===== src/rtl/ahb_gpio_pkg.sv =====
// Register map, AHB transfer encodings and register index type shared by the
// ahb_gpio_v2 peripheral and its sub-modules.
package ahb_gpio_pkg;

  typedef logic [2:0] ahb_gpio_addr_t;

  localparam logic [4:0] GPIO_DATA_OUT_OFS = 5'h00;
  localparam logic [4:0] GPIO_DATA_IN_OFS  = 5'h04;
  localparam logic [4:0] GPIO_DIR_OFS      = 5'h08;
  localparam logic [4:0] GPIO_IRQ_EN_OFS   = 5'h0C;
  localparam logic [4:0] GPIO_IRQ_STAT_OFS = 5'h10;
  localparam logic [4:0] GPIO_STATUS_OFS   = 5'h14;

  // Word indices as seen on HADDR[4:2]
  localparam ahb_gpio_addr_t GPIO_DATA_OUT_IDX = GPIO_DATA_OUT_OFS[4:2];
  localparam ahb_gpio_addr_t GPIO_DATA_IN_IDX  = GPIO_DATA_IN_OFS[4:2];
  localparam ahb_gpio_addr_t GPIO_DIR_IDX      = GPIO_DIR_OFS[4:2];
  localparam ahb_gpio_addr_t GPIO_IRQ_EN_IDX   = GPIO_IRQ_EN_OFS[4:2];
  localparam ahb_gpio_addr_t GPIO_IRQ_STAT_IDX = GPIO_IRQ_STAT_OFS[4:2];
  localparam ahb_gpio_addr_t GPIO_STATUS_IDX   = GPIO_STATUS_OFS[4:2];

  typedef enum logic [1:0] {
    HTRANS_IDLE   = 2'b00,
    HTRANS_BUSY   = 2'b01,
    HTRANS_NONSEQ = 2'b10,
    HTRANS_SEQ    = 2'b11
  } htrans_t;

endpackage


===== src/rtl/gpio_in_sync.sv =====
// Two-flop input synchroniser plus an optional edge-detect flop giving
// per-bit rising-edge pulses; the edge flop exists only with AHB_GPIO_V2_IRQ_EN.
module gpio_in_sync
  import ahb_gpio_pkg::*;
#(
  parameter int W = 17
) (
  input  logic         clk,
  input  logic         rst_n,
  input  logic [W-1:0] din,
  output logic [W-1:0] sync,
  output logic [W-1:0] rise
);

  logic [W-1:0] meta;

  always_ff @(posedge clk or negedge rst_n) begin
    if (!rst_n) begin
      meta <= '0;
      sync <= '0;
    end else begin
      meta <= din;
      sync <= meta;
    end
  end

`ifdef AHB_GPIO_V2_IRQ_EN
  logic [W-1:0] prev;

  always_ff @(posedge clk or negedge rst_n) begin
    if (!rst_n) begin
      prev <= '0;
    end else begin
      prev <= sync;
    end
  end

  assign rise = sync & ~prev;
`else
  assign rise = '0;
`endif

endmodule


===== src/rtl/ahb_gpio_v2.sv =====
// Zero-wait AHB-Lite GPIO slave with per-bit direction, parity generation and
// checking, sticky parity status; interrupts compiled in with AHB_GPIO_V2_IRQ_EN.
module ahb_gpio_v2
  import ahb_gpio_pkg::*;
#(
  parameter int GPIO_W = 16,
  parameter int ADDR_W = 32
) (
  input  logic              HCLK,
  input  logic              HRESETn,
  input  logic              HSEL,
  input  logic [ADDR_W-1:0] HADDR,
  input  logic [1:0]        HTRANS,
  input  logic              HWRITE,
  input  logic              HREADY,
  output logic              HREADYOUT,
  input  logic [31:0]       HWDATA,
  output logic [31:0]       HRDATA,
  input  logic [GPIO_W:0]   GPIOIN,
  output logic [GPIO_W:0]   GPIOOUT,
  input  logic              PARITYSEL,
  output logic              PARITYERR,
  output logic              IRQ
);

  logic              access;
  logic              valid_q;
  logic              write_q;
  ahb_gpio_addr_t    addr_q;
  logic              wr_en;
  logic [GPIO_W-1:0] wdata;
  logic [GPIO_W-1:0] data_out;
  logic [GPIO_W-1:0] dir;
  logic              status;
  logic              parity_err;
  logic [GPIO_W:0]   sync;
  logic [GPIO_W:0]   rise;
  logic              bad;
  logic [GPIO_W-1:0] out_bits;
  logic [31:0]       rd_word;
  logic              unused_bits;

  assign HREADYOUT = 1'b1;
  assign access    = HSEL & HREADY &
                     ((HTRANS == HTRANS_NONSEQ) || (HTRANS == HTRANS_SEQ));

  always_ff @(posedge HCLK or negedge HRESETn) begin
    if (!HRESETn) begin
      valid_q <= 1'b0;
      write_q <= 1'b0;
      addr_q  <= '0;
    end else begin
      valid_q <= access;
      if (access) begin
        write_q <= HWRITE;
        addr_q  <= HADDR[4:2];
      end
    end
  end

  assign wr_en = valid_q & write_q;
  assign wdata = HWDATA[GPIO_W-1:0];

  gpio_in_sync #(.W(GPIO_W + 1)) u_sync (
    .clk   (HCLK),
    .rst_n (HRESETn),
    .din   (GPIOIN),
    .sync  (sync),
    .rise  (rise)
  );

  // Full-word check including the parity bit; PARITYSEL flips the expectation
  assign bad = (^sync) ^ PARITYSEL;

  always_ff @(posedge HCLK or negedge HRESETn) begin
    if (!HRESETn) begin
      data_out   <= '0;
      dir        <= '0;
      status     <= 1'b0;
      parity_err <= 1'b0;
    end else begin
      if (wr_en && addr_q == GPIO_DATA_OUT_IDX) data_out <= wdata;
      if (wr_en && addr_q == GPIO_DIR_IDX)      dir      <= wdata;
      status     <= bad | (status & ~(wr_en && addr_q == GPIO_STATUS_IDX && HWDATA[0]));
      parity_err <= bad;
    end
  end

  assign PARITYERR = parity_err;

`ifdef AHB_GPIO_V2_IRQ_EN
  logic [GPIO_W-1:0] irq_en;
  logic [GPIO_W-1:0] irq_stat;
  logic [GPIO_W-1:0] irq_stat_nxt;
  logic [GPIO_W-1:0] irq_clr;
  logic              irq_q;

  // A new edge is OR-ed in after the clear so it survives a same-cycle W1C
  always_comb begin
    irq_clr      = '0;
    if (wr_en && addr_q == GPIO_IRQ_STAT_IDX) irq_clr = wdata;
    irq_stat_nxt = (irq_stat & ~irq_clr) | (rise[GPIO_W-1:0] & ~dir & irq_en);
  end

  always_ff @(posedge HCLK or negedge HRESETn) begin
    if (!HRESETn) begin
      irq_en   <= '0;
      irq_stat <= '0;
      irq_q    <= 1'b0;
    end else begin
      if (wr_en && addr_q == GPIO_IRQ_EN_IDX) irq_en <= wdata;
      irq_stat <= irq_stat_nxt;
      irq_q    <= |irq_stat_nxt;
    end
  end

  assign IRQ = irq_q;
`else
  assign IRQ = 1'b0;
`endif

  assign out_bits = data_out & dir;
  assign GPIOOUT  = {(^out_bits) ^ PARITYSEL, out_bits};

  always_comb begin
    rd_word = '0;
    case (addr_q)
      GPIO_DATA_OUT_IDX: rd_word[GPIO_W-1:0] = data_out;
      GPIO_DATA_IN_IDX:  rd_word[GPIO_W-1:0] = sync[GPIO_W-1:0];
      GPIO_DIR_IDX:      rd_word[GPIO_W-1:0] = dir;
`ifdef AHB_GPIO_V2_IRQ_EN
      GPIO_IRQ_EN_IDX:   rd_word[GPIO_W-1:0] = irq_en;
      GPIO_IRQ_STAT_IDX: rd_word[GPIO_W-1:0] = irq_stat;
`endif
      GPIO_STATUS_IDX:   rd_word[0] = status;
      default:           rd_word = '0;
    endcase
    HRDATA = '0;
    if (valid_q && !write_q) HRDATA = rd_word;
  end

  assign unused_bits = ^{HADDR, HTRANS, HWDATA, rise};

endmodule


===== config.mk =====
export PLATFORM = sky130hd
export DESIGN_NAME = ahb_gpio_v2
export DESIGN_NICKNAME = d
export VERILOG_FILES = /design/src/rtl/ahb_gpio_pkg.sv /design/src/rtl/gpio_in_sync.sv /design/src/rtl/ahb_gpio_v2.sv
export SDC_FILE = /design/constraint.sdc
export NUM_CORES = 1
export LEC_CHECK = 0
export ABC_CLOCK_PERIOD_IN_PS = 1760
export CAP_MARGIN = 20
export CORE_UTILIZATION = 39
export DETAILED_ROUTE_END_ITERATION = 7
export GPL_TIMING_DRIVEN = 0
export HOLD_SLACK_MARGIN = 0.05
export PLACE_DENSITY_LB_ADDON = 0.12
export RECOVER_POWER = 100
export SKIP_CTS_REPAIR_TIMING = 1
export SLEW_MARGIN = 40
export SYNTH_ARGS = -nofsm -noshare
export SYNTH_HDL_FRONTEND = slang
export SYNTH_HIERARCHICAL = 1
export SYNTH_SLANG_ARGS = --single-unit

===== constraint.sdc =====
create_clock -name HCLK -period 1.76 [get_ports HCLK]
set_input_delay 0.264 -clock HCLK [delete_from_list [all_inputs] [get_ports HCLK]]
set_output_delay 0.264 -clock HCLK [all_outputs]
set_load 0.005 [all_outputs]

==> key figures <==
Critical path
  • CP Class: reg2out
  • FF-to-FF Start: addr_q[1]
  • Worst Path Required: 1500 ps
  • Startpoint Class: flop
  • Maximum fanout along the worst path: 3
  • Critical Path Sink Type: output pin
  • R2R Setup Slk: 90 ps
  • Reg2reg path depth: 5
  • Capturing point of the worst reg2reg path: dir[0]
  • Crit path DAT: 1980 ps

CTS
  • CTS tree: done
  • Clock H-tree levels: 3
  • Root Driver: clkbuf_8
  • # clock sinks: 73
  • CTS Buffer Depth: 2
  • Total CTS buffers: 9
  • Clock latency on the worst-skew pair: 330 ps
  • CTS clk-pin slew, worst paths: 70 ps

Detailed routing
  • Post-route DRC: 0
  • Routed WL: 7.03 mm
  • Post-DRT Antenna Nets: 0
  • Vias: 2,219
  • DRT iter0 DRCs: 79
  • Detailed Routing Iterations Pass 1: 4
  • Wire per inst: 14.0 µm
  • Via/cell ratio: 4.42

Logic synthesis
  • Post-Syn Instances: 263
  • Synthesized area: 0.00337 mm²
  • Syn_area_per_cell: 12.8 µm²
  • Yosys warns: 6

Power and ir drop
  • Comb power frac: 0.392
  • Worst VDD drop: 571 µV
  • Internal: 4.28 mW
  • Flop pwr share: 0.384
  • Total power: 6.03 mW
  • Pwr per Cell Area: 1220 mW/mm²
  • Clk network pwr share: 0.224
  • Sw frac: 0.290
  • Sw Pwr: 1.75 mW
  • Leak: 2.31 nW

Final layout
  • # nets final: 481
  • Commonest non-fill, non-tap cell in the layout: dfrtp_1
  • Most frequent cells in the layout: dfrtp_1 (72), clkdlybuf4s50_1 (38), buf_4 (34)
  • Fin cells: 502
  • Fin util: 0.597
  • Share of layout cells above drive strength 1: 0.403
  • Area growth syn-to-layout: 47.0%
  • Design Area, Final: 0.00495 mm²
  • N_diodes: 0

STA
  • Pins over their slew limit: 0
  • Final setup violation count: 17
  • RSZ-0062 raised after global routing: true
  • Final Hold Viols: 0
  • Slew margin rel.: 0.431
  • Worst Tran Pin Value: 853 ps
  • Final setup TNS: -3690 ps
  • Setup WS post-layout: -487 ps
  • Final Cycle Share: 1.28
  • Hold WS: 349 ps
  • Skew final: 6.44 ps
  • Fin crit period: 2250 ps
  • Max Fclk: 445 MHz

Floorplan
  • Initial Utilization: 0.406
  • Die W: 95.0 µm
  • I/O pin cnt: 141
  • Core box area: 0.00830 mm²
  • Rows: 33
  • DIE HEIGHT: 95.0 µm
  • Die area: 0.00902 mm²

Min path
  • Hold crit path type: reg2reg
  • Worst Hold Depth: 0
  • Hold endpoint: u_sync/sync[8]
  • Hold path startpoint: u_sync/meta[8]

Status
  • Failing checks: setup timing
  • Outcome: complete, but fails checks

GRT
  • First-pass GRT wire length: 10.5 mm
  • Number of global-route vias before repair: 2,045
  • Gr ovfl total: 0
  • GRT Resource Usage Total: 0.163
  • Largest net degree at the start of global routing: 39
  • Initial antenna violation count: 0

Placed design
  • Gpl congestion: 0.845
  • Dpl ws: -611 ps
  • Dpl cell area: 0.00434 mm²
  • DP HPWL: 4.90 mm
  • PortBufs: 76
  • Placed cell count: 461

Flow run
  • Max_cap viols: 0
==> per-layer routing <==
layer  GRT usage  part of all wire
met1       0.225              0.45
met4      0.0758             0.015
met2       0.242              0.48
met5           0                 0
met3      0.0378             0.053
==> registers in the layout, summed over array words and instances (netlist names) <==
name and count:
u_sync/meta 17, PARITYERR 1, data_out 16, addr_q 3, valid_q 1, dir 16
u_sync/sync 17, status 1, write_q 1
==> power by group through the flow <==
stage	Combinational (mW)	Sequential (mW)	Clock, mW
after floorplan	1.25	2.19	0
after global placement	1.96	2.24	0
after detailed placement	1.99	2.25	0
after CTS	2.00	2.22	1.38
after global routing	2.58	2.36	1.46
final	2.36	2.32	1.35
==> area by class of cell <==
| cell class | instances | area [µm²] |
|---|---|---|
| buffer | 28 | 248 |
| clock buffer | 14 | 173 |
| clock inverter | 2 | 35.0 |
| fill | 684 | 3340 |
| inverter | 2 | 7.51 |
| multi-input combinational | 176 | 1600 |
| sequential | 73 | 1830 |
| tap | 105 | 131 |
| timing repair buffer | 102 | 930 |
==> how the worst max path moves through the flow <==
stage | start | endpoint | slack, ps | cells past startpoint
final | data_out[6] | GPIOOUT[16] | -490 | 6
after global routing | dir[5] | GPIOOUT[16] | -620 | 6
after CTS | data_out[0] | GPIOOUT[16] | -1000 | 6
after detailed placement | data_out[0] | GPIOOUT[16] | -610 | 6
after global placement | HRESETn | dir[3] | -2000 | 1
after floorplan | data_out[3] | GPIOOUT[16] | 30 | 5
==> critical path, stage by stage, from the launching register on <==
cell	delay, ps
dfrtp_1	400
and2_4	180
xnor2_2	130
xnor2_1	170
xnor3_1	440
xnor3_1	190
buf_2	140
Power figures use the tool's default switching activity.
